--- src/rtl/l3_resp_tx_pkg.sv ---
// ---------------------------------------------------------------------------
// l3_resp_tx_pkg
// Shared definitions for the SPI layer-3 response path: the serial byte
// width, the default filler byte sent when no response is queued, and the
// serializer state encoding.
// ---------------------------------------------------------------------------
package l3_resp_tx_pkg;

    localparam int SPI_BYTE_W = 8;

    localparam logic [SPI_BYTE_W-1:0] IDLE_BYTE_DEF = 8'hFF;

    typedef enum logic {
        ST_IDLE  = 1'b0,
        ST_SHIFT = 1'b1
    } tx_state_t;

endpackage

--- src/rtl/l3_resp_fifo.sv ---
// ---------------------------------------------------------------------------
// l3_resp_fifo
// Synchronous first-word-fall-through byte FIFO with flush and a registered
// occupancy count. Besides the head entry it also exposes the entry behind
// the head, so a consumer that pops can reload in the same edge.
//
// Ports:
//   clk, rst_n    clock, asynchronous active-low reset
//   flush         empties the FIFO at the next edge (wins over push/pop)
//   push          write push_data (ignored when full and not popping)
//   push_data     byte to enqueue
//   pop           discard the head entry (ignored when empty)
//   head_data     current head entry (valid when !empty)
//   second_data   entry behind the head (valid when level >= 2)
//   level         number of bytes queued
//   full, empty   occupancy flags derived from level
// ---------------------------------------------------------------------------
module l3_resp_fifo
    import l3_resp_tx_pkg::*;
#(
    parameter int DEPTH = 4,
    parameter int LVL_W = $clog2(DEPTH + 1)
) (
    input  logic                  clk,
    input  logic                  rst_n,
    input  logic                  flush,
    input  logic                  push,
    input  logic [SPI_BYTE_W-1:0] push_data,
    input  logic                  pop,
    output logic [SPI_BYTE_W-1:0] head_data,
    output logic [SPI_BYTE_W-1:0] second_data,
    output logic [LVL_W-1:0]      level,
    output logic                  full,
    output logic                  empty
);

    localparam int PTR_W = $clog2(DEPTH);

    logic [SPI_BYTE_W-1:0] mem [DEPTH];
    logic [PTR_W-1:0]      rd_ptr;
    logic [PTR_W-1:0]      wr_ptr;
    logic                  push_ok;
    logic                  pop_ok;

    assign full  = (level == LVL_W'(DEPTH));
    assign empty = (level == '0);

    // A push into a full FIFO is fine as long as the head leaves in the
    // same edge: the write slot is then the slot being vacated.
    assign push_ok = push && (!full || pop);
    assign pop_ok  = pop && !empty;

    assign head_data   = mem[rd_ptr];
    assign second_data = mem[rd_ptr + PTR_W'(1)];

    // Storage array; no reset needed because level gates every read.
    always_ff @(posedge clk) begin
        if (push_ok && !flush) begin
            mem[wr_ptr] <= push_data;
        end
    end

    // Pointers wrap naturally since DEPTH is a power of two.
    always_ff @(posedge clk or negedge rst_n) begin
        if (!rst_n) begin
            rd_ptr <= '0;
            wr_ptr <= '0;
            level  <= '0;
        end else if (flush) begin
            rd_ptr <= '0;
            wr_ptr <= '0;
            level  <= '0;
        end else begin
            if (push_ok) begin
                wr_ptr <= wr_ptr + PTR_W'(1);
            end
            if (pop_ok) begin
                rd_ptr <= rd_ptr + PTR_W'(1);
            end
            case ({push_ok, pop_ok})
                2'b10:   level <= level + LVL_W'(1);
                2'b01:   level <= level - LVL_W'(1);
                default: level <= level;
            endcase
        end
    end

endmodule

--- src/rtl/l3_resp_tx.sv ---
// ---------------------------------------------------------------------------
// l3_resp_tx
// Buffers layer-3 response bytes and serializes them MSB-first onto the SPI
// slave MISO line (mode 0). CS and SCK arrive already synchronized into the
// clk domain: cs_active is a level, sck_shift a one-clk strobe per falling
// SCK edge. When nothing is queued the filler byte IDLE_BYTE is sent.
//
// Ports:
//   clk, rst_n     clock, asynchronous active-low reset
//   clr_core       synchronous flush of all queued responses
//   core_resp      response byte from the L3 response stage
//   core_resp_vld  core_resp valid; transfer on core_resp_vld & resp_rdy
//   resp_rdy       FIFO can accept a byte this cycle
//   cs_active      synchronized chip select, active high
//   sck_shift      shift strobe (SCK falling edge)
//   miso           serial data out, MSB first
//   miso_oe        MISO output enable
//   fifo_level     number of bytes queued
//   tx_done        one-clk pulse when a byte completes 8 shifts
//   tx_abort       one-clk pulse when CS drops in the middle of a byte
// ---------------------------------------------------------------------------
module l3_resp_tx
    import l3_resp_tx_pkg::*;
#(
    parameter int                    DEPTH     = 4,
    parameter logic [SPI_BYTE_W-1:0] IDLE_BYTE = IDLE_BYTE_DEF,
    parameter int                    LVL_W     = $clog2(DEPTH + 1)
) (
    input  logic                  clk,
    input  logic                  rst_n,
    input  logic                  clr_core,
    input  logic [SPI_BYTE_W-1:0] core_resp,
    input  logic                  core_resp_vld,
    output logic                  resp_rdy,
    input  logic                  cs_active,
    input  logic                  sck_shift,
    output logic                  miso,
    output logic                  miso_oe,
    output logic [LVL_W-1:0]      fifo_level,
    output logic                  tx_done,
    output logic                  tx_abort
);

    localparam logic [2:0] LAST_BIT = 3'(SPI_BYTE_W - 1);

    tx_state_t             state;
    logic [SPI_BYTE_W-1:0] shreg;
    logic [2:0]            bit_cnt;
    logic                  byte_valid;

    logic                  fifo_push;
    logic                  fifo_pop;
    logic [SPI_BYTE_W-1:0] fifo_head;
    logic [SPI_BYTE_W-1:0] fifo_second;
    logic                  fifo_full;
    logic                  fifo_empty;
    logic                  byte_end;
    logic [SPI_BYTE_W-1:0] load_byte;
    logic                  load_valid;

    // A byte completes on the eighth shift strobe while CS is still held;
    // a CS drop in the same cycle wins and the byte is not consumed.
    assign byte_end = (state == ST_SHIFT) && cs_active && sck_shift
                      && (bit_cnt == LAST_BIT);
    assign fifo_pop = byte_end && byte_valid && !clr_core;

    // Accept a new byte when there is room, including the slot freed by a
    // pop in this same edge, but never while a flush is in progress.
    assign resp_rdy  = (!fifo_full || fifo_pop) && !clr_core;
    assign fifo_push = core_resp_vld && resp_rdy;

    l3_resp_fifo #(
        .DEPTH (DEPTH),
        .LVL_W (LVL_W)
    ) u_fifo (
        .clk         (clk),
        .rst_n       (rst_n),
        .flush       (clr_core),
        .push        (fifo_push),
        .push_data   (core_resp),
        .pop         (fifo_pop),
        .head_data   (fifo_head),
        .second_data (fifo_second),
        .level       (fifo_level),
        .full        (fifo_full),
        .empty       (fifo_empty)
    );

    // Select the byte the serializer loads next. Loads see the queue as it
    // stands before this edge's push; after a pop that means the entry behind
    // the head. A flush makes the queue count as empty, so the filler goes
    // out instead of stale data.
    always_comb begin
        load_byte  = IDLE_BYTE;
        load_valid = 1'b0;
        if (fifo_pop) begin
            if (fifo_level > LVL_W'(1)) begin
                load_byte  = fifo_second;
                load_valid = 1'b1;
            end
        end else if (!fifo_empty && !clr_core) begin
            load_byte  = fifo_head;
            load_valid = 1'b1;
        end
    end

    // Serializer FSM. miso/miso_oe are registered and always track the MSB
    // of the shift register value being written in the same edge.
    always_ff @(posedge clk or negedge rst_n) begin
        if (!rst_n) begin
            state      <= ST_IDLE;
            shreg      <= IDLE_BYTE;
            bit_cnt    <= '0;
            byte_valid <= 1'b0;
            miso       <= 1'b0;
            miso_oe    <= 1'b0;
            tx_done    <= 1'b0;
            tx_abort   <= 1'b0;
        end else begin
            tx_done  <= 1'b0;
            tx_abort <= 1'b0;
            case (state)
                ST_IDLE: begin
                    miso    <= 1'b0;
                    miso_oe <= 1'b0;
                    if (cs_active) begin
                        shreg      <= load_byte;
                        byte_valid <= load_valid;
                        bit_cnt    <= '0;
                        miso       <= load_byte[SPI_BYTE_W-1];
                        miso_oe    <= 1'b1;
                        state      <= ST_SHIFT;
                    end
                end
                ST_SHIFT: begin
                    if (!cs_active) begin
                        // Aborted byte stays queued for the next frame.
                        tx_abort <= (bit_cnt != '0);
                        bit_cnt  <= '0;
                        miso     <= 1'b0;
                        miso_oe  <= 1'b0;
                        state    <= ST_IDLE;
                    end else if (sck_shift) begin
                        if (bit_cnt == LAST_BIT) begin
                            tx_done    <= 1'b1;
                            shreg      <= load_byte;
                            byte_valid <= load_valid;
                            bit_cnt    <= '0;
                            miso       <= load_byte[SPI_BYTE_W-1];
                        end else begin
                            shreg   <= {shreg[SPI_BYTE_W-2:0], 1'b0};
                            bit_cnt <= bit_cnt + 3'd1;
                            miso    <= shreg[SPI_BYTE_W-2];
                        end
                    end
                end
                default: begin
                    state <= ST_IDLE;
                end
            endcase
            // A flush keeps the bits in flight but the byte no longer owns a
            // FIFO entry, so its completion must not pop.
            if (clr_core) begin
                byte_valid <= 1'b0;
            end
        end
    end

endmodule
--- config.mk ---
export PLATFORM = sky130hd
export DESIGN_NAME = l3_resp_tx
export DESIGN_NICKNAME = d
export VERILOG_FILES = /design/src/rtl/l3_resp_tx_pkg.sv /design/src/rtl/l3_resp_fifo.sv /design/src/rtl/l3_resp_tx.sv
export SDC_FILE = /design/constraint.sdc
export NUM_CORES = 1
export LEC_CHECK = 0
export BUFFER_PORTS_ARGS = -buffer_cell sky130_fd_sc_hd__buf_2
export CORE_ASPECT_RATIO = 0.6
export CORE_MARGIN = 2
export CORE_UTILIZATION = 35
export CTS_BUF_LIST = sky130_fd_sc_hd__clkbuf_4
export CTS_CLUSTER_DIAMETER = 150
export DETAILED_ROUTE_END_ITERATION = 12
export PLACE_DENSITY_LB_ADDON = 0.08
export SLEW_MARGIN = 20
export SYNTH_ARGS = -nofsm -noshare
export SYNTH_HDL_FRONTEND = slang
export SYNTH_SLANG_ARGS = --single-unit
export TNS_END_PERCENT = 50
--- constraint.sdc ---
create_clock -name clk -period 2.8 [get_ports clk]
set_input_delay 0.28 -clock clk [delete_from_list [all_inputs] [get_ports clk]]
set_output_delay 0.28 -clock clk [all_outputs]
set_load 0.01 [all_outputs]
* Word level (Yosys, flattened, before mapping)
Memories as Yosys holds them, arrays and structs flattened.
Cells that the tools add are included.
** Word-level totals
- Memories :: 1
- Logic and storage cells :: 99
- Output and inout port bits :: 8
- Input bits :: 14
- Memory bits (writable) :: 32
- Register bits :: 23
** Operators by class
- Reduce and logical (&&, ||, !) cells :: 23
- $lt $le $gt $ge :: 1
- Add/sub/neg operators :: 5
- Bitwise operators :: 1
- Eq/ne operators :: 13
- Muxes and demuxes :: 44
** Memory list
- u_fifo.mem :: words 4, width 8, rd ports 2, clocked after memory_dff 0, write ports 1, line l3_resp_fifo.sv:39 : logic [SPI_BYTE_W-1:0] mem [DEPTH];
** Operators with widths (count)
- 2-to-1 mux 7 bit :: 4
- 2-to-1 mux 8 bit :: 3
- 2-to-1 mux 1 bit :: 22
- 2-to-1 mux 3 bit :: 5
- one-hot mux 7 bit (2 select lines) :: 1
- != test 3 bit (second input constant) :: 4
- one-hot mux 3 bit (2 select lines) :: 2
- logical AND 1 bit :: 11
- 2-to-1 mux 2 bit :: 4
- != test 2 bit (second input constant) :: 4
- adder 3 x 1 -> 3 bit (second input constant) :: 2
- == test 3 bit (second input constant) :: 2
- one-hot mux 1 bit (2 select lines) :: 3
- nonzero test 3 bit :: 2
- adder 2 x 1 -> 2 bit (second input constant) :: 2
- AND reduction 4 bit :: 1
- nonzero test 2 bit :: 2
- > comparator 3 x 1 -> 1 bit (second input constant) :: 1
- logical NOT 1 bit :: 3
- logical NOT 3 bit :: 1
- != test 3 x 2 -> 1 bit (second input constant) :: 1
- AND reduction 3 bit :: 1
- subtractor 3 x 1 -> 3 bit (second input constant) :: 1
- == test 2 x 1 -> 1 bit (second input constant) :: 1
- 4 further kinds :: 4

* Depth between registers and ports, before layout
Gate-level depths: netlist of the first run.
- Word-level depth :: 12
- Depth in mapped cells :: 7
- Mapped depth without buffers :: 6

* Cells and area by module
From an unflattened synthesis of the first run, not the netlist that was laid out.
** Unflattened totals
- Cell total of the unflattened synthesis :: 222
- Area, all modules :: 2914.0 µm²
** By module, submodules not included
- l3_resp_fifo :: instances 1, area each 1960.6 µm², cells each 116, seq. area each 1136.1 µm²
- l3_resp_tx :: instances 1, area each 953.4 µm², cells each 106, seq. area each 409.1 µm²

* Least setup slack after synthesis of the first run
No wires, ideal clock.
- Path type :: register to register
- Start :: register u_fifo.level[0]
- End :: memory u_fifo.mem[0][0], enable pin
- Setup time :: 332 ps
- Path slack :: 832 ps
- Cell stages (with the launch flop) :: 7
- Period minus slack after synthesis :: 1968 ps
- Required time :: 2468 ps
- Arrival :: 1636 ps
- Path buffers :: 1
- Cells stage by stage :: dfrtp_1 > inv_1 > ha_1 > a21o_2 > o22ai_1 > buf_2 > and2_1
** On the way
- Longest elaborated chain between the ends :: 9
** RTL lines
- start, declared :: line l3_resp_fifo.sv:32 : output logic [LVL_W-1:0] level,
- start signal, assigned :: line l3_resp_fifo.sv:81 : 2'b10: level <= level + LVL_W'(1);
- start signal, assigned :: line l3_resp_fifo.sv:82 : 2'b01: level <= level - LVL_W'(1);
- start signal, assigned :: line l3_resp_fifo.sv:83 : default: level <= level;
- == test 3 bit (*) :: line l3_resp_fifo.sv:45 : assign full = (level == LVL_W'(DEPTH));
- logical NOT 1 bit (*) :: line l3_resp_fifo.sv:50, l3_resp_tx.sv:69
- logical OR 1 bit (*) :: line l3_resp_fifo.sv:50, l3_resp_tx.sv:69
- logical AND 1 bit :: line l3_resp_tx.sv:69 : assign resp_rdy = (!fifo_full || fifo_pop) && !clr_core;
- logical AND 1 bit :: line l3_resp_tx.sv:70 : assign fifo_push = core_resp_vld && resp_rdy;
- logical AND 1 bit (*) :: line l3_resp_fifo.sv:50 : assign push_ok = push && (!full || pop);
- logical AND 1 bit (*) :: line l3_resp_fifo.sv:58 : if (push_ok && !flush) begin
- 2-to-1 mux 1 bit (*) :: line l3_resp_fifo.sv:58
- 2-to-1 mux 1 bit (not written as such) (*) :: line l3_resp_fifo.sv:59 : mem[wr_ptr] <= push_data;
- end, declared :: line l3_resp_fifo.sv:39
Every way passes the cells marked *; elsewhere a longest branch is shown, timed or not.

* Worst setup path in the final report of the first run
- Start :: register bit_cnt[0]
- End :: output resp_rdy
** On the way
- Longest elaborated chain between the ends :: 6
** RTL lines
- start, declared :: line l3_resp_tx.sv:48 : logic [2:0] bit_cnt;
- start signal, assigned :: line l3_resp_tx.sv:152 : bit_cnt <= bit_cnt + 3'd1;
- == test 3 bit :: line l3_resp_tx.sv:64 : && (bit_cnt == LAST_BIT);
- logical AND 1 bit :: line l3_resp_tx.sv:64
- logical AND 1 bit (2 in series) :: line l3_resp_tx.sv:65 : assign fifo_pop = byte_end && byte_valid && !clr_core;
- logical OR 1 bit :: line l3_resp_tx.sv:69
- logical AND 1 bit :: line l3_resp_tx.sv:69
- end, declared :: line l3_resp_tx.sv:34 : output logic resp_rdy,
Every way passes these cells.

==> out/metrics.csv, run 1 <==
stage,metric,value,unit
run_status,status,"complete, no violations",
power_and_ir_drop,powerDensity,538,mW/mm2
worst_hold_path,hold_start,core_resp[6],
worst_hold_path,worstHoldPathType,input port to flop,
global_route,grt_first_pass_wirelength,9.81,mm
synthesis,synth.avg_cell_area,13.7,um2
synthesis,syn_nets,236,
sta,holdWs,0.112,ns
worst_hold_path,hold_depth,1,
clocking,cts_tree,built,
placement,gp_congestion,0.761,
floorplan,start_util,0.364,
synthesis,synth_enable_flop_cells,32,
sta,rsz0062_at_grt,no,
synthesis,synth_top_family_by_area,multiplexers,
synthesis,yosys_warnings,0,
power_and_ir_drop,p_leak,1.17,nW
setup_path,setup.worst_path.start_class,flop,
synthesis,synth_area_leaders,"edfxtp_1, dfrtp_1, mux4_2",
layout,antennaDiodeCount,0,
sta,slew_viol_final,0,
power_and_ir_drop,power_frac_comb,0.125,
routing,wire_per_inst,18.6,um
setup_path,crit_type,flop to primary output,
layout,area_growth,9.57,%
synthesis,synth.top_cell.area_share,0.332,
worst_hold_path,whs_endpoint,u_fifo.mem[3][6]$_DFFE_PP_,
power_and_ir_drop,p_seq_frac,0.560,
clocking,cts.sinks,55,
setup_path,critPathMaxFanout,7,
sta,fmax,433,MHz
layout,fin_nets,254,
floorplan,die_x,121,um
clocking,clock_latency,0.39,ns
sta,hold_violations,0,
floorplan,ioPinCount,22,
routing,via_count,1789,
floorplan,core_area,0.00795,mm2
power_and_ir_drop,internal_power,1.29,mW
routing,routed_wl,6.28,mm
sta,setup_slack,0.491,ns
synthesis,synth-xor-area-share,0.00303,
power_and_ir_drop,power_switching,0.418,mW
global_route,grt_max_degree,24,
synthesis,synth_ff_type,edfxtp_1,
routing,vias_per_cell,5.29,
power_and_ir_drop,ir_worst_vdd,0.187,mV
global_route,grt_util_all_layers,0.150,
sta,fin_tns_setup,0,ns
synthesis,yosys.area_share.simple,0.0983,
placement,dpl_worst_slack,0.573,ns
layout,drive_above_1_share,0.296,
routing,ant_nets,0,
synthesis,syn_area,0.00289,mm2
clocking,path_clk_slew,0.16,ns
setup_path,cp-end-kind,primary output,
synthesis,yosysSeqAreaShare,0.535,
synthesis,muxShareOfSynthArea,0.139,
global_route,grt_pass1_vias,1683,
setup_path,crit_arrival,2.03,ns
floorplan,dieArea,0.00902,mm2
setup_path,rr_worst_depth,6,
floorplan,rows,25,
sta,maxSlewHeadroom,0.566,
clocking,cts_buffers,5,
sta,tightest_slew,0.651,ns
setup_path,rr_endpoint,u_fifo.mem[3][3]$_DFFE_PP_,
placement,hpwl,4.80,mm
synthesis,netlist.top_cell.by_area,edfxtp_1,
sta,fin_worst_skew,0.0117,ns
routing,drt_iter0_markers,130,
placement,placed_cells,329,
synthesis,synth_seq_cells,55,
synthesis,synth_async_sr_flop_share,0.418,
synthesis,synthTopCellsByCount,"edfxtp_1, dfrtp_1, mux4_2",
synthesis,synth_adder_area_share,0.0476,
floorplan,die_h,74.4,um
layout,layoutNonFillerInstCount,338,
power_and_ir_drop,switching_share,0.245,
setup_path,required,2.52,ns
flow_run,drv_cap,0,
routing,first_pass_iters,4,
layout,fill_cells,765,
setup_path,regToRegSetupSlack,0.54,ns
setup_path,rr_startpoint,u_fifo.level[0]$_DFFE_PN0P_,
global_route,antenna_found_initial,0,
global_route,gr-total-overflow,0,
synthesis,synthMostInstantiatedCell,edfxtp_1,
placement,port_buffers,21,
synthesis,synth_compound_area_frac,0.126,
sta,timing.final.crit_share,0.825,
sta,finalSetupViolations,0,
clocking,cts_setup_buffers,0,
power_and_ir_drop,clkPwrFrac,0.315,
sta,period_needed,2.31,ns
clocking,h-tree-depth,2,
routing,drcViolationCount,0,
synthesis,synth_cell_types,52,
clocking,clk_path_buf_depth,2,
clocking,root_buffer,clkbuf_4,
synthesis,postSynthCellCount,211,
[state kept, by name, summed over array words and instances, names as in the netlist]
signal	count
miso	1
u_fifo.rd_ptr	2
bit_cnt	3
u_fifo.mem	32
miso_oe	1
byte_valid	1
u_fifo.wr_ptr	2
state	1
u_fifo.level	3
tx_done	1
tx_abort	1
shreg	7
[power by group through the flow]
stage	Sequential, mW	Clock, mW	Combinational, mW
2_1_floorplan	0.962	0	0.148
3_3_place_gp	0.972	0	0.219
3_5_place_dp	0.971	0	0.214
4_1_cts	0.954	0.556	0.216
5_1_grt	0.961	0.591	0.240
6_report	0.954	0.536	0.213
[layout make-up]
type,instances,area [um2],share of cell area
clock buffers,5,37.5,0.0119
inverters,14,52.6,0.0166
well taps,108,135,0.0427
flip-flops and latches,55,1550,0.488
multi-input cells,129,1200,0.379
clock inverters,3,67.6,0.0213
repair buffers,24,130,0.0411
[critical path, stage by stage, from the launching register on]
cell	delay, ns
dfrtp_1	0.42
ha_1	0.16
ha_1	0.26
and2_1	0.34
nand2_2	0.19
nand2_1	0.13
buf_2	0.13
[cell families (layout without fill, tap and decap cells)]
logic type / count (synthesis) / in the layout
flip-flops: 55 / 55
AO/OA/AOI/OAI: 49 / 49
AND/OR/NAND/NOR: 48 / 48
buffers and inverters: 27 / 46
multiplexers: 20 / 20
adder cells (fa/ha/maj): 11 / 11
XOR/XNOR: 1 / 1
[stage by stage]
| step | power [mW] | utilization | instance area [um2] |
|---|---|---|---|
| after floorplan | 1.11 | - | 2890 |
| after global placement | 1.19 | 0.384 | 3050 |
| after detailed placement | 1.18 | 0.384 | 3050 |
| after CTS | 1.73 | 0.399 | 3170 |
| after global routing | 1.79 | 0.399 | 3170 |
| final | 1.70 | 0.399 | 3170 |
[per-layer routing]
| layer | wire, um | track usage | share of wire | vias to the layer above |
|---|---|---|---|---|
| met1 | 3630 | 0.254 | 0.58 | 896 |
| met3 | 303 | 0.0314 | 0.048 | 2 |
| met4 | 40 | 0.0460 | 0.0064 | 0 |
| met2 | 2310 | 0.184 | 0.37 | 35 |
| li1 | - | - | - | 856 |
| met5 | 0 | 0 | 0 | - |
[cells in the final DEF (no fill, tap or decap), types with 5 or more instances in the layout]
master	count
ha_1	11
nor2b_1	5
buf_2	21
o21ai_0	6
clkbuf_4	5
mux4_2	16
dfstp_2	7
inv_1	14
and2_1	5
nand2_1	13
edfxtp_1	32
o22ai_1	11
dfrtp_1	16
nor2_1	6
[worst max-delay path by stage]
stage                                       to  slack, ns                         from
floorplan           u_fifo.mem[0][0]$_DFFE_PP_       0.83  u_fifo.level[0]$_DFFE_PN0P_
global placement    u_fifo.mem[3][5]$_DFFE_PP_       0.58  u_fifo.level[0]$_DFFE_PN0P_
detailed placement  u_fifo.mem[3][3]$_DFFE_PP_       0.57  u_fifo.level[0]$_DFFE_PN0P_
CTS                                   resp_rdy       0.47       bit_cnt[0]$_DFFE_PN0P_
global route                          resp_rdy       0.33       bit_cnt[0]$_DFFE_PN0P_
finish                                resp_rdy       0.49       bit_cnt[0]$_DFFE_PN0P_
[what timing repair did]
item,4_1_cts,5_1_grt
hold buffers,1,0
resized for setup,0,0
hold endpoints to repair,16,0
No activity file was read; power rests on OpenSTA's default activity.
==> run 2: changes to the inputs <==
- clock period: 2.8 -> 2.2 ns (I/O delays scaled with it)
==> run 2 against run 1 <==
  * Register-to-register slack worse by 0.43 ns
  * Power up 14%
  * Die area unchanged
  * Largest cell class unchanged
  * Design area up 1.5%
  * Core utilization up 0.58 points
  * Non-clock buffer count up 10
  * Global-route usage down 1.0 points
  * Sequential share of layout area down 0.70 points
  * Clock power down 16%
  * Wire length down 7.5%
==> out/metrics.csv, run 2 (synthesized netlist as in run 1, its figures left out) <==
stage,metric,value,unit,change
layout,mostFrequentLayoutCell,edfxtp_1,,
layout,largest_register_ffs,32,,unchanged
worst_hold_path,worstHoldPathType,input port to flop,,
clocking,cts.sinks,55,,unchanged
sta,holdWs,0.0529,ns,-0.0586 ns
floorplan,dieArea,0.00902,mm2,unchanged
layout,largest_registers,"u_fifo.mem: 32 flops, shreg: 7 flops",,
setup_path,cp-end-kind,primary output,,
sta,rsz0062_at_grt,yes,,
global_route,grt_pass1_vias,1691,,+0.48%
clocking,clk_path_buf_depth,2,,unchanged
sta,maxSlewHeadroom,0.615,,+0.0492
routing,wire_per_inst,16.7,um,-10%
floorplan,core_area,0.00795,mm2,unchanged
sta,finalSetupViolations,0,,unchanged
flow_run,drv_cap,0,,unchanged
floorplan,die_h,74.4,um,unchanged
clocking,clock_latency,0.39,ns,about the same
sta,fin_worst_skew,0.0206,ns,+0.00894 ns
floorplan,start_util,0.364,,unchanged
clocking,root_buffer,clkbuf_4,,
setup_path,crit_type,flop to primary output,,
layout,area_growth,11.2,%,
sta,fmax,474,MHz,
clocking,h-tree-depth,2,,unchanged
layout,layoutNonFillerInstCount,348,,+3.0%
sta,tightest_slew,0.575,ns,-0.0763 ns
setup_path,crit_arrival,1.89,ns,-0.14 ns
placement,gp_congestion,0.796,,+4.6%
sta,period_needed,2.11,ns,
routing,drt_iter0_markers,144,,+11%
routing,ant_nets,0,,unchanged
layout,fin_nets,264,,+3.9%
placement,port_buffers,21,,unchanged
clocking,path_clk_slew,0.16,ns,about the same
floorplan,rows,25,,unchanged
power_and_ir_drop,ir_worst_vdd,0.197,mV,+5.0%
layout,top_register,u_fifo.mem,,
sta,timing.final.crit_share,0.958,,
routing,drcViolationCount,0,,unchanged
global_route,grt_max_degree,24,,unchanged
routing,first_pass_iters,4,,unchanged
power_and_ir_drop,p_leak,1.22,nW,+4.4%
global_route,grt_util_all_layers,0.140,,-0.0102
placement,placed_cells,339,,+3.0%
global_route,gr-total-overflow,0,,unchanged
sta,hold_violations,0,,unchanged
routing,via_count,1773,,-0.89%
clocking,cts_buffers,5,,unchanged
placement,hpwl,4.26,mm,-11%
sta,slew_viol_final,0,,unchanged
floorplan,die_x,121,um,unchanged
power_and_ir_drop,powerDensity,606,mW/mm2,+13%
routing,routed_wl,5.81,mm,-7.5%
routing,vias_per_cell,5.09,,-3.7%
layout,drive_above_1_share,0.325,,+0.0293
setup_path,critPathMaxFanout,7,,unchanged
global_route,grt_first_pass_wirelength,9.27,mm,-5.5%
setup_path,setup.worst_path.start_class,flop,,
run_status,status,"complete, no violations",,
clocking,cts_tree,built,,
setup_path,required,1.98,ns,-0.54 ns
layout,layout_common_cells,"edfxtp_1, buf_2, mux4_2, dfrtp_1, inv_1",,
global_route,antenna_found_initial,0,,unchanged
floorplan,ioPinCount,22,,unchanged
layout,antennaDiodeCount,0,,unchanged
layout,final_core_util,0.404,,+0.00583
clocking,cts_setup_buffers,0,,unchanged
==> run 2: cell count changes in the layout (fill, tap and decap cells not counted), sizes merged <==
cell,previous run,this run
clkbuf,5,6
clkinvlp,1,0
bufinv,2,0
clkinv,0,2
buf,23,33
==> run 2: area by class of cell <==
type | count | area [um2]
multi-input combinational | 129 | 1200
clock inverter | 2 | 12.5
tap | 108 | 135
timing repair buffer | 34 | 218
sequential | 55 | 1550
clock buffer | 6 | 45.0
fill | 781 | 4730
inverter | 14 | 52.6
==> run 2: critical path, stage by stage, from the launching register on <==
cell	delay, ns
dfrtp_1	0.44
ha_1	0.21
ha_1	0.25
and2_2	0.27
nand2_4	0.13
nand2_1	0.07
buf_2	0.14
==> run 2: timing repair <==
item,in CTS,in global routing
resized for setup,1,1
hold buffers,1,0
pin swaps,0,0
endpoints found under the setup margin,1,2
endpoints found under the hold margin,16,0
==> run 2: per-stage QoR <==
step	power, mW	TNS (ns)	worst slack [ns]	area (um2)
6_report	1.95	0	0.0914	3210
4_1_cts	1.98	0	0.00987	3210
2_1_floorplan	1.41	0	0.232	2890
5_1_grt	2.06	-0.0859	-0.0467	3210
3_5_place_dp	1.52	0	0.155	3140
3_3_place_gp	1.52	0	0.148	3140
==> run 2: path summary, 6_finish.rpt <==
| kind | slack [ns] | cells past startpoint | endpoint | start |
|---|---|---|---|---|
| setup reg to reg | 0.11 | 6 | u_fifo.level[0]$_DFFE_PN0P_ | bit_cnt[0]$_DFFE_PN0P_ |
| max in group asynchronous | 1.51 | 2 | shreg[5]$_DFFE_PN1P_ | rst_n |
| hold reg to reg | 0.51 | 1 | miso_oe$_DFFE_PN0P_ | miso_oe$_DFFE_PN0P_ |
| hold / removal | 0.05 | 1 | u_fifo.mem[1][1]$_DFFE_PP_ | core_resp[1] |
| min in group asynchronous | 0.33 | 2 | bit_cnt[0]$_DFFE_PN0P_ | rst_n |
| setup / recovery | 0.09 | 6 | resp_rdy | bit_cnt[0]$_DFFE_PN0P_ |
==> run 2: report_power, final <==
part	total [mW]	internal (mW)	switching, mW
Clock	0.452	0.137	0.314
Sequential	1.21	1.17	0.0446
Combinational	0.283	0.127	0.156
Total	1.95	1.43	0.515
==> run 2: per-layer routing <==
layer,share of wire,track usage
met5,0,0
met4,0.0059,0.0460
met3,0.036,0.0322
met2,0.41,0.190
met1,0.55,0.219
==> run 3: changes to the inputs <==
- CORE_MARGIN: 2 -> not set
- REMOVE_ABC_BUFFERS: not set -> 1
==> run 3 against run 2 <==
  * Sequential cell count unchanged
  * Worst setup slack improved by 0.071 ns
  * Clock skew down 0.016 ns
  * Design area down 0.51%
  * Maximum frequency is 3.5% higher
  * Sequential share of layout area increased by 0.24 points
  * Highest routed layer unchanged
==> out/metrics.csv, run 3 (synthesized netlist as in run 1, its figures left out) <==
stage,metric,value,unit,change
run_status,status,"complete, no violations",,
clocking,cts.sinks,55,,unchanged
routing,routed_wl,6.11,mm,+5.2%
setup_path,regToRegSetupSlack,0.17,ns,+0.06 ns
worst_hold_path,whs_endpoint,u_fifo.mem[1][2]$_DFFE_PP_,,
sta,setup_slack,0.162,ns,+0.0708 ns
power_and_ir_drop,internal_power,1.43,mW,-0.20%
power_and_ir_drop,ir_worst_vdd,0.201,mV,+2.0%
worst_hold_path,hold_start,core_resp[2],,
sta,finalSetupViolations,0,,unchanged
global_route,gr-total-overflow,0,,unchanged
global_route,grt_first_pass_wirelength,9.75,mm,+5.1%
floorplan,die_x,119,um,-1.6%
placement,gp_congestion,0.729,,-8.4%
clocking,cts_buffers,5,,unchanged
routing,via_count,1845,,+4.1%
layout,drive_above_1_share,0.331,,+0.00554
worst_hold_path,hold_depth,1,,unchanged
power_and_ir_drop,power_frac_comb,0.145,,about the same
layout,mostFrequentLayoutCell,edfxtp_1,,
clocking,cts_tree,built,,
layout,fin_nets,263,,-0.38%
sta,fmax,491,MHz,+3.5%
routing,drcViolationCount,0,,unchanged
global_route,antenna_found_initial,0,,unchanged
routing,ant_nets,0,,unchanged
layout,final_core_util,0.402,,-0.00205
floorplan,start_util,0.364,,unchanged
sta,hold_violations,0,,unchanged
clocking,h-tree-depth,2,,unchanged
placement,hpwl,4.40,mm,+3.4%
layout,layout_common_cells,"edfxtp_1, buf_2, mux4_2, dfrtp_1, inv_1",,
power_and_ir_drop,p_leak,1.22,nW,-0.61%
setup_path,crit_arrival,1.82,ns,-0.07 ns
global_route,grt_pass1_vias,1740,,+2.9%
sta,rsz0062_at_grt,no,,
setup_path,critPathMaxFanout,7,,unchanged
clocking,clk_path_buf_depth,2,,unchanged
worst_hold_path,worstHoldPathType,input port to flop,,
setup_path,setup.worst_path.start_class,flop,,
layout,area_growth,10.6,%,
power_and_ir_drop,powerDensity,614,mW/mm2,+1.3%
setup_path,rr_endpoint,u_fifo.level[0]$_DFFE_PN0P_,,
routing,wire_per_inst,17.6,um,+5.5%
sta,tightest_slew,0.684,ns,+0.110 ns
sta,maxSlewHeadroom,0.542,,-0.0734
power_and_ir_drop,switching_share,0.272,,+0.00739
sta,timing.final.crit_share,0.926,,-0.0322
placement,port_buffers,21,,unchanged
sta,fin_worst_skew,0.00440,ns,-0.0162 ns
floorplan,core_area,0.00795,mm2,unchanged
layout,fill_cells,780,,-0.13%
floorplan,rows,25,,unchanged
layout,multi_input_area,0.00121,mm2,+0.31%
clocking,path_clk_slew,0.16,ns,about the same
floorplan,die_h,72.4,um,-2.7%
flow_run,drv_cap,0,,unchanged
clocking,cts_setup_buffers,0,,unchanged
sta,period_needed,2.04,ns,-0.0708 ns
layout,top_register,u_fifo.mem,,
setup_path,required,1.98,ns,about the same
routing,first_pass_iters,4,,unchanged
clocking,root_buffer,clkbuf_4,,
global_route,grt_max_degree,24,,unchanged
layout,largest_register_ffs,32,,unchanged
layout,largest_registers,"u_fifo.mem: 32 flops, shreg: 7 flops",,
power_and_ir_drop,power_switching,0.533,mW,+3.6%
sta,slew_viol_final,0,,unchanged
setup_path,rr_startpoint,bit_cnt[0]$_DFFE_PN0P_,,
layout,antennaDiodeCount,0,,unchanged
clocking,clock_latency,0.39,ns,about the same
power_and_ir_drop,clkPwrFrac,0.237,,+0.005
routing,vias_per_cell,5.32,,+4.4%
layout,seq_area,0.00155,mm2,unchanged
floorplan,dieArea,0.00864,mm2,-4.3%
setup_path,cp-end-kind,primary output,,
sta,fin_tns_setup,0,ns,unchanged
setup_path,rr_worst_depth,6,,unchanged
power_and_ir_drop,power,1.96,mW,+0.82%
routing,drt_iter0_markers,87,,-40%
setup_path,crit_type,flop to primary output,,
power_and_ir_drop,p_seq_frac,0.618,,-0.005
global_route,grt_util_all_layers,0.154,,+0.0140
floorplan,ioPinCount,22,,unchanged
placement,dpl_worst_slack,0.145,ns,-0.0105 ns
run 3: worst max path at each step:
| stage | cells after the start | from | to |
|---|---|---|---|
| after global routing | 6 | u_fifo.level[1]$_DFFE_PN0P_ | shreg[0]$_DFFE_PN1P_ |
| after global placement | 6 | bit_cnt[0]$_DFFE_PN0P_ | shreg[0]$_DFFE_PN1P_ |
| after detailed placement | 6 | bit_cnt[0]$_DFFE_PN0P_ | shreg[0]$_DFFE_PN1P_ |
| after floorplan | 5 | u_fifo.level[0]$_DFFE_PN0P_ | u_fifo.mem[0][0]$_DFFE_PP_ |
| after CTS | 6 | bit_cnt[0]$_DFFE_PN0P_ | resp_rdy |
| final | 6 | bit_cnt[0]$_DFFE_PN0P_ | resp_rdy |
run 3: worst max-delay path, cell delays in order (launching register included):
cell,delay [ns]
dfrtp_1,0.44
ha_1,0.21
ha_1,0.27
and2_4,0.21
nand2_4,0.11
nand2_1,0.06
buf_2,0.13
run 3: through the flow:
step | cells | area (um2) | hold WS (ns)
after global routing | 347 | 3200 | 0.0116
after CTS | 347 | 3190 | 0.0123
after global placement | 338 | 3120 | 0.258
final | 347 | 3200 | 0.0388
after floorplan | 198 | 2800 | -0.0756
after detailed placement | 338 | 3120 | 0.250
run 3: cell type report:
| class | instances | share of cell area |
|---|---|---|
| sequential | 55 | 0.483 |
| clock inverter | 2 | 0.00391 |
| multi-input combinational | 129 | 0.378 |
| clock buffer | 6 | 0.0141 |
| timing repair buffer | 33 | 0.0618 |
| tap | 108 | 0.0423 |
| inverter | 14 | 0.0164 |
run 3: power groups by stage:
| stage | Sequential [mW] | Clock, mW | Combinational [mW] |
|---|---|---|---|
| after detailed placement | 1.23 | 0 | 0.285 |
| after CTS | 1.21 | 0.492 | 0.287 |
| after global routing | 1.22 | 0.524 | 0.319 |
| after global placement | 1.23 | 0 | 0.288 |
| after floorplan | 1.23 | 0 | 0.170 |
| final | 1.21 | 0.466 | 0.284 |
run 3: repair_timing:
item,in CTS,in global routing
setup endpoints to repair,1,2
hold buffers,1,0
resized for setup,1,3
hold endpoints to repair,16,0
run 3: per-layer routing:
metal | global-route usage | part of all wire
met4 | 0.0500 | 0.012
met3 | 0.0354 | 0.038
met1 | 0.247 | 0.56
met2 | 0.200 | 0.39
met5 | 0 | 0
